==> config.mk <==
export PLATFORM = sky130hd
export DESIGN_NAME = id_ex_stage
export DESIGN_NICKNAME = d
export VERILOG_FILES = /design/src/rtl/id_ex_stage.sv
export SDC_FILE = /design/constraint.sdc
export NUM_CORES = 1
export LEC_CHECK = 0
export CAP_MARGIN = 20
export CELL_PAD_IN_SITES_DETAIL_PLACEMENT = 1
export CELL_PAD_IN_SITES_GLOBAL_PLACEMENT = 1
export CORE_UTILIZATION = 40
export DETAILED_ROUTE_END_ITERATION = 7
export DONT_BUFFER_PORTS = 1
export PLACE_DENSITY = 0.69
export SYNTH_ARGS = -nofsm -noshare
export SYNTH_HDL_FRONTEND = slang
export SYNTH_SLANG_ARGS = --single-unit
==> constraint.sdc <==
create_clock -name clk -period 2.2 [get_ports clk]
set_clock_uncertainty 0.1 [all_clocks]
set_input_delay 0.44 -clock clk [delete_from_list [all_inputs] [get_ports clk]]
set_output_delay 0.44 -clock clk [all_outputs]
set_load 0.01 [all_outputs]
==> src/rtl/id_ex_stage.sv <==
// ID/EX pipeline register for the 5-stage MIPS core.
// It resolves the forwarded operands, detects load-use hazards and latches
// the ID instruction into the EX slot. A saturating counter records how
// many load-use bubbles have been inserted.
module id_ex_stage #(
    parameter int DATA_W = 32,
    parameter int CNT_W  = 16
) (
    input  logic              clk,
    input  logic              rst_n,
    input  logic              Stall,
    input  logic              Flush,
    input  logic [4:0]        Rs_ID,
    input  logic [4:0]        Rt_ID,
    input  logic [4:0]        WrAddr_ID,
    input  logic              UsesRs_ID,
    input  logic              UsesRt_ID,
    input  logic              RegWr_ID,
    input  logic              MemRd_ID,
    input  logic              MemWr_ID,
    input  logic              ALUSrc1_ID,
    input  logic              ALUSrc2_ID,
    input  logic [3:0]        ALUCtrl_ID,
    input  logic [DATA_W-1:0] RsData_ID,
    input  logic [DATA_W-1:0] RtData_ID,
    input  logic [DATA_W-1:0] Imm_ID,
    input  logic [1:0]        Rs_forward,
    input  logic [1:0]        Rt_forward,
    input  logic [1:0]        WrData_forward,
    input  logic [DATA_W-1:0] ALUResult_EX,
    input  logic [DATA_W-1:0] WrBackData_MEM,
    output logic              Valid_EX,
    output logic              RegWr_EX,
    output logic              MemRd_EX,
    output logic              MemWr_EX,
    output logic              ALUSrc1_EX,
    output logic              ALUSrc2_EX,
    output logic [3:0]        ALUCtrl_EX,
    output logic [4:0]        WrAddr_EX,
    output logic [4:0]        Rs_EX,
    output logic [4:0]        Rt_EX,
    output logic [DATA_W-1:0] RsVal_EX,
    output logic [DATA_W-1:0] RtVal_EX,
    output logic [DATA_W-1:0] StoreData_EX,
    output logic [DATA_W-1:0] Imm_EX,
    output logic              LoadUse,
    output logic [CNT_W-1:0]  BubbleCnt
);

    // Everything held in the EX slot; an all-zero value is a bubble.
    typedef struct packed {
        logic              valid;
        logic              regwr;
        logic              memrd;
        logic              memwr;
        logic              alusrc1;
        logic              alusrc2;
        logic [3:0]        aluctrl;
        logic [4:0]        wraddr;
        logic [4:0]        rs;
        logic [4:0]        rt;
        logic [DATA_W-1:0] rsval;
        logic [DATA_W-1:0] rtval;
        logic [DATA_W-1:0] stdata;
        logic [DATA_W-1:0] imm;
    } ex_slot_t;

    ex_slot_t          r_ex;
    ex_slot_t          w_ex_next;
    logic [CNT_W-1:0]  r_bubble_cnt;
    logic              w_load_use;

    // Code 11 is reserved and falls back to the register-file value.
    function automatic logic [DATA_W-1:0] fwd_sel(
        input logic [1:0]        sel,
        input logic [DATA_W-1:0] id_d,
        input logic [DATA_W-1:0] mem_d,
        input logic [DATA_W-1:0] ex_d
    );
        case (sel)
            2'b01:   return mem_d;
            2'b10:   return ex_d;
            default: return id_d;
        endcase
    endfunction

    // Load in EX whose destination is a live source of the ID instruction.
    // Writes to $0 never create a dependency.
    always_comb begin
        w_load_use = r_ex.valid && r_ex.memrd && (r_ex.wraddr != 5'd0) &&
                     ((UsesRs_ID && (Rs_ID == r_ex.wraddr)) ||
                      (UsesRt_ID && (Rt_ID == r_ex.wraddr)));
    end

    // Next EX contents when the ID instruction is allowed to advance.
    always_comb begin
        w_ex_next         = '0;
        w_ex_next.valid   = 1'b1;
        w_ex_next.regwr   = RegWr_ID;
        w_ex_next.memrd   = MemRd_ID;
        w_ex_next.memwr   = MemWr_ID;
        w_ex_next.alusrc1 = ALUSrc1_ID;
        w_ex_next.alusrc2 = ALUSrc2_ID;
        w_ex_next.aluctrl = ALUCtrl_ID;
        w_ex_next.wraddr  = WrAddr_ID;
        w_ex_next.rs      = Rs_ID;
        w_ex_next.rt      = Rt_ID;
        w_ex_next.rsval   = fwd_sel(Rs_forward, RsData_ID, WrBackData_MEM, ALUResult_EX);
        w_ex_next.rtval   = fwd_sel(Rt_forward, RtData_ID, WrBackData_MEM, ALUResult_EX);
        w_ex_next.stdata  = fwd_sel(WrData_forward, RtData_ID, WrBackData_MEM, ALUResult_EX);
        w_ex_next.imm     = Imm_ID;
    end

    // EX slot update: flush beats stall, stall beats the load-use bubble.
    // Only a bubble caused by load-use is counted.
    always_ff @(posedge clk or negedge rst_n) begin
        if (!rst_n) begin
            r_ex         <= '0;
            r_bubble_cnt <= '0;
        end else if (Flush) begin
            r_ex <= '0;
        end else if (Stall) begin
            r_ex <= r_ex;
        end else if (w_load_use) begin
            r_ex <= '0;
            if (r_bubble_cnt != {CNT_W{1'b1}})
                r_bubble_cnt <= r_bubble_cnt + CNT_W'(1);
        end else begin
            r_ex <= w_ex_next;
        end
    end

    assign Valid_EX     = r_ex.valid;
    assign RegWr_EX     = r_ex.regwr;
    assign MemRd_EX     = r_ex.memrd;
    assign MemWr_EX     = r_ex.memwr;
    assign ALUSrc1_EX   = r_ex.alusrc1;
    assign ALUSrc2_EX   = r_ex.alusrc2;
    assign ALUCtrl_EX   = r_ex.aluctrl;
    assign WrAddr_EX    = r_ex.wraddr;
    assign Rs_EX        = r_ex.rs;
    assign Rt_EX        = r_ex.rt;
    assign RsVal_EX     = r_ex.rsval;
    assign RtVal_EX     = r_ex.rtval;
    assign StoreData_EX = r_ex.stdata;
    assign Imm_EX       = r_ex.imm;
    assign LoadUse      = w_load_use;
    assign BubbleCnt    = r_bubble_cnt;

endmodule

==> results.md <==
- The run finished, with violations left.
- The checks that failed: hold timing, setup timing.
- The clock period minus final worst setup slack is 2.30 ns.
- The final hold violation count was 169.
- The H-tree was split into 4 levels.
- The max-slew headroom at the worst pin is 0.463.
- The first global-routing pass estimated 42200 um of wire.
- The combinational cell fraction of total power is 0.125.
- The initial antenna violation count is 1.
- The summed instance area of the synthesized netlist is 8120 um^2.
- The transition time at the pin with the least slew margin is 0.805 ns.
- The clock buffer count from CTS is 17.
- The critical path data required time is 1.66 ns.
- Yosys printed 0 warnings.
- The total chip power is 7.43 mW.
- The tree is rooted in a sky130_fd_sc_hd__clkbuf_16.
- The area growth from synthesis to layout is 15.6%.
- Of the available clock period, the critical path in the final layout requires 1.05.
- After floorplanning, the core was divided into 51 placement rows.
- The critical path arrival is 1.76 ns.
- The achievable clock frequency is 434 MHz.
- The share of power burned in the clock network is 0.401.
- The destination of the critical timing path is LoadUse.
- The cell-internal power is 5.19 mW.
- The number of buffers inserted by port buffering is 0.
- The global routing usage summed across all routing layers is 0.272.
- The DRC violation count after routing is 0.
- The clock latency on the worst-skew pair is 0.44 ns.
- The floorplan step defined a die boundary enclosing 20900 um^2.
- At the end of routability-driven placement, the weighted congestion stood at 0.917.
- The die is 144 um tall.
- The start-to-end type of the worst setup path is reg2out.
- The total length of routed met2 wires is 15300 um.
- The via count of the first global-routing pass came to 7140.
- The origin of the worst setup path is WrAddr_EX[1].
- Of the cells placed in the final design, the portion with a size suffix greater than 1 is 0.119.
- The worst hold slack after final layout is -0.408 ns.
- The number of max-cap violations is 0.
- The total area inside the core boundary comes to 19700 um^2.
- The tightest min-delay check is of the in2async type.
- The cell count after synthesis came out at 777.
- Counting flops and latches in the post-synthesis netlist gives 169.
- Setup repair after global routing could not meet its margin everywhere.
- After detailed routing, the wire length on met1 is 11300 um.
- The routed wire length is 30600 um.
- The largest buffer count on any clock path is 2.
- In the post-route analysis, the smallest setup slack over all paths is -0.103 ns.
- The worst register-to-register path begins at WrAddr_EX[1].
- The flop-to-flop setup slack is 0.01 ns.
- The sort of element at the start of the critical path is a flip-flop.
- The final route contains 6786 vias.
- The first-pass iteration count of the detailed router is 5.
- The filler-free cell count of the finished design is 1045.
- Synthesis instantiated 31 different standard cells from the library.
- The number of setup violations in the final report is 1.
- In the final routed layout, each cell accounts on average for 29.3 um.
- For this design the top-level I/O count stands at 366.
- Before CTS, the worst setup slack after placement is 0.0812 ns.
- For the worst flop-to-flop path, the logic depth is 9.
- The total overflow left after global routing is 0.
- Summed over all nets, wire length on met3 after detailed routing comes to 3420 um.
- The clock sink count is 169.
- The average instance area after synthesis is 10.5 um^2.
- The nature of the critical path endpoint is an output port.
- The pin count of the biggest net entering global routing is 170.
- Counting every net in the synthesized netlist gives 980.
- Routed signal wires occupy layers up through met5.
- IR analysis of the VDD net gives a maximum drop of 0.467 mV.
- Of the total power, registers draw 0.474.
- In the routed layout, each cell is associated on average with a via count of 6.49.
- The width of the die is 144 um.
- Of all nets on the critical path, the largest fanout is 2.
- TritonCTS built the clock tree.
- The cell count after placement is 995.
- The worst register-to-register path ends at StoreData_EX[24].
- Once detail routing completed, the nets flagged for antenna violations numbered 0.
- In this run the power density over the cells is 791 nW/um^2.
- After the last flow step, the layout net total stands at 970.
- The net switching power of the design is 2.24 mW.
- Of the synthesized area, sequential elements account for 0.521.
- The number of antenna diodes is 0.
- For this block, the initial DRC count from the detailed router was 443.
- The initial utilization of the core area, before any placement, comes to 0.413.
- The final HPWL from detailed placement is 20300 um.
- The count of final max-slew check failures is 0.
- The leakage power summed over all cells is 4.19 nW.
- The fraction of power spent switching nets is 0.301.
- Clock-pin slew was measured on the worst setup and hold paths at 0.08 ns.
-- state kept, by name (all words and copies together) (netlist names) --
name	cells
BubbleCnt	16
Rs_EX	5
MemWr_EX	1
MemRd_EX	1
ALUCtrl_EX	4
Rt_EX	5
ALUSrc2_EX	1
StoreData_EX	32
WrAddr_EX	5
RegWr_EX	1
RtVal_EX	32
Valid_EX	1
ALUSrc1_EX	1
Imm_EX	32
RsVal_EX	32
-- cells in the mapped netlist (all sizes together) --
| master | count | area, um^2 |
|---|---|---|
| a21oi | 1 | 8.76 |
| a21o | 1 | 7.51 |
| and3 | 5 | 31.3 |
| xnor2 | 25 | 219 |
| and2 | 2 | 12.5 |
| nor4 | 1 | 6.26 |
| ha | 7 | 87.6 |
| o21ai | 96 | 480 |
| nand2 | 102 | 383 |
| dfrtp | 169 | 4230 |
| buf | 16 | 126 |
| nor3 | 4 | 20.0 |
| or2 | 2 | 12.5 |
| nor2 | 2 | 7.51 |
| inv | 8 | 30.0 |
| a22o | 152 | 1330 |
| or4 | 1 | 7.51 |
| nand3 | 12 | 60.1 |
| a22oi | 96 | 721 |
| and4 | 1 | 8.76 |
| nor4b | 1 | 8.76 |
| nor2b | 1 | 6.26 |
| o211ai | 1 | 12.5 |
| nand4 | 9 | 56.3 |
| clkbuf | 59 | 221 |
| mux2 | 1 | 11.3 |
| o22ai | 1 | 6.26 |
| nand4b | 1 | 8.76 |
-- cell families after synthesis --
| kind of cell | Yosys count | share of synthesized area |
|---|---|---|
| buffers and inverters | 83 | 0.0465 |
| multiplexers | 1 | 0.00139 |
| AO/OA/AOI/OAI | 348 | 0.316 |
| XOR/XNOR | 25 | 0.0270 |
| AND/OR/NAND/NOR | 144 | 0.0775 |
| flip-flops | 169 | 0.521 |
| adder cells (fa/ha/maj) | 7 | 0.0108 |
-- layer usage --
layer | global-route usage | vias to the layer above
li1 | - | 2920
met1 | 0.302 | 3453
met2 | 0.463 | 370
met3 | 0.111 | 41
met4 | 0.109 | 2
met5 | 0 | -
-- stage by stage --
stage	instance area (um^2)	utilization	setup TNS [ns]
after floorplan	8120	-	0
after global placement	8450	0.430	0
after detailed placement	8450	0.430	0
after CTS	9040	0.460	-1.45
after global routing	9390	0.478	-2.64
final	9390	0.478	-0.103
-- power by group through the flow --
stage               logic [mW]  registers [mW]  clock network (mW)
finish                   0.927            3.52                2.98
CTS                      0.831            3.52                3.01
detailed placement       0.825            3.58                   0
floorplan                0.589            3.51                   0
global route              1.00            3.54                3.15
global placement         0.785            3.57                   0
-- placed cells by master, fill, tap and decap left out --
cell / n
sky130_fd_sc_hd__or4_4: 1
sky130_fd_sc_hd__nor4b_1: 1
sky130_fd_sc_hd__o22ai_4: 1
sky130_fd_sc_hd__or2_2: 2
sky130_fd_sc_hd__clkinv_8: 2
sky130_fd_sc_hd__nand2_1: 102
sky130_fd_sc_hd__nand3_1: 12
sky130_fd_sc_hd__nor2b_4: 1
sky130_fd_sc_hd__mux2_2: 1
sky130_fd_sc_hd__and4_1: 1
sky130_fd_sc_hd__buf_12: 14
sky130_fd_sc_hd__inv_1: 7
sky130_fd_sc_hd__xnor2_2: 2
sky130_fd_sc_hd__buf_8: 3
sky130_fd_sc_hd__nor4_1: 1
sky130_fd_sc_hd__nand4_1: 9
sky130_fd_sc_hd__ha_2: 3
sky130_fd_sc_hd__inv_8: 2
sky130_fd_sc_hd__a22oi_1: 96
sky130_fd_sc_hd__nand4b_1: 1
sky130_fd_sc_hd__xnor2_1: 23
sky130_fd_sc_hd__and2_1: 1
sky130_fd_sc_hd__buf_6: 2
sky130_fd_sc_hd__a21oi_4: 1
sky130_fd_sc_hd__clkbuf_16: 23
sky130_fd_sc_hd__a22o_1: 152
sky130_fd_sc_hd__dfrtp_1: 169
sky130_fd_sc_hd__o21ai_0: 96
sky130_fd_sc_hd__a21o_1: 1
sky130_fd_sc_hd__and2_4: 1
sky130_fd_sc_hd__and3_1: 5
sky130_fd_sc_hd__inv_2: 1
sky130_fd_sc_hd__ha_1: 4
sky130_fd_sc_hd__buf_4: 21
sky130_fd_sc_hd__nor2_1: 2
sky130_fd_sc_hd__nor3_1: 4
sky130_fd_sc_hd__clkinvlp_4: 3
sky130_fd_sc_hd__o211ai_2: 1
sky130_fd_sc_hd__inv_6: 8
-- how the worst min path moves through the flow --
stage	start	to	slack, ns	depth (start not counted)
2_1_floorplan	rst_n	ALUCtrl_EX[0]	0.04	0
3_3_place_gp	rst_n	StoreData_EX[18]	0.05	0
3_5_place_dp	rst_n	StoreData_EX[17]	0.05	0
4_1_cts	rst_n	StoreData_EX[7]	-0.42	0
5_1_grt	rst_n	StoreData_EX[18]	-0.43	0
6_report	rst_n	RtVal_EX[19]	-0.41	0
-- final cells by class --
class / instances / area (um^2)
tap: 265 / 332
clock inverter: 15 / 148
fill: 2133 / 10300
timing repair buffer: 46 / 656
inverter: 8 / 30.0
clock buffer: 17 / 425
sequential: 169 / 4230
multi-input combinational: 525 / 3570
-- worst max-delay path, stage by stage (launching register included) --
cell	delay (ns)
sky130_fd_sc_hd__dfrtp_1	0.38
sky130_fd_sc_hd__or4_4	0.54
sky130_fd_sc_hd__o211ai_2	0.19
sky130_fd_sc_hd__inv_2	0.06
sky130_fd_sc_hd__and2_4	0.17
-- what timing repair did --
item	4_1_cts	5_1_grt
pin swaps	71	27
hold endpoints to repair	169	169
gates cloned	0	11
buffers inserted	1	6
endpoints found under the setup margin	1	153
resized for setup	3	18
(Power assumes the default switching activity.)
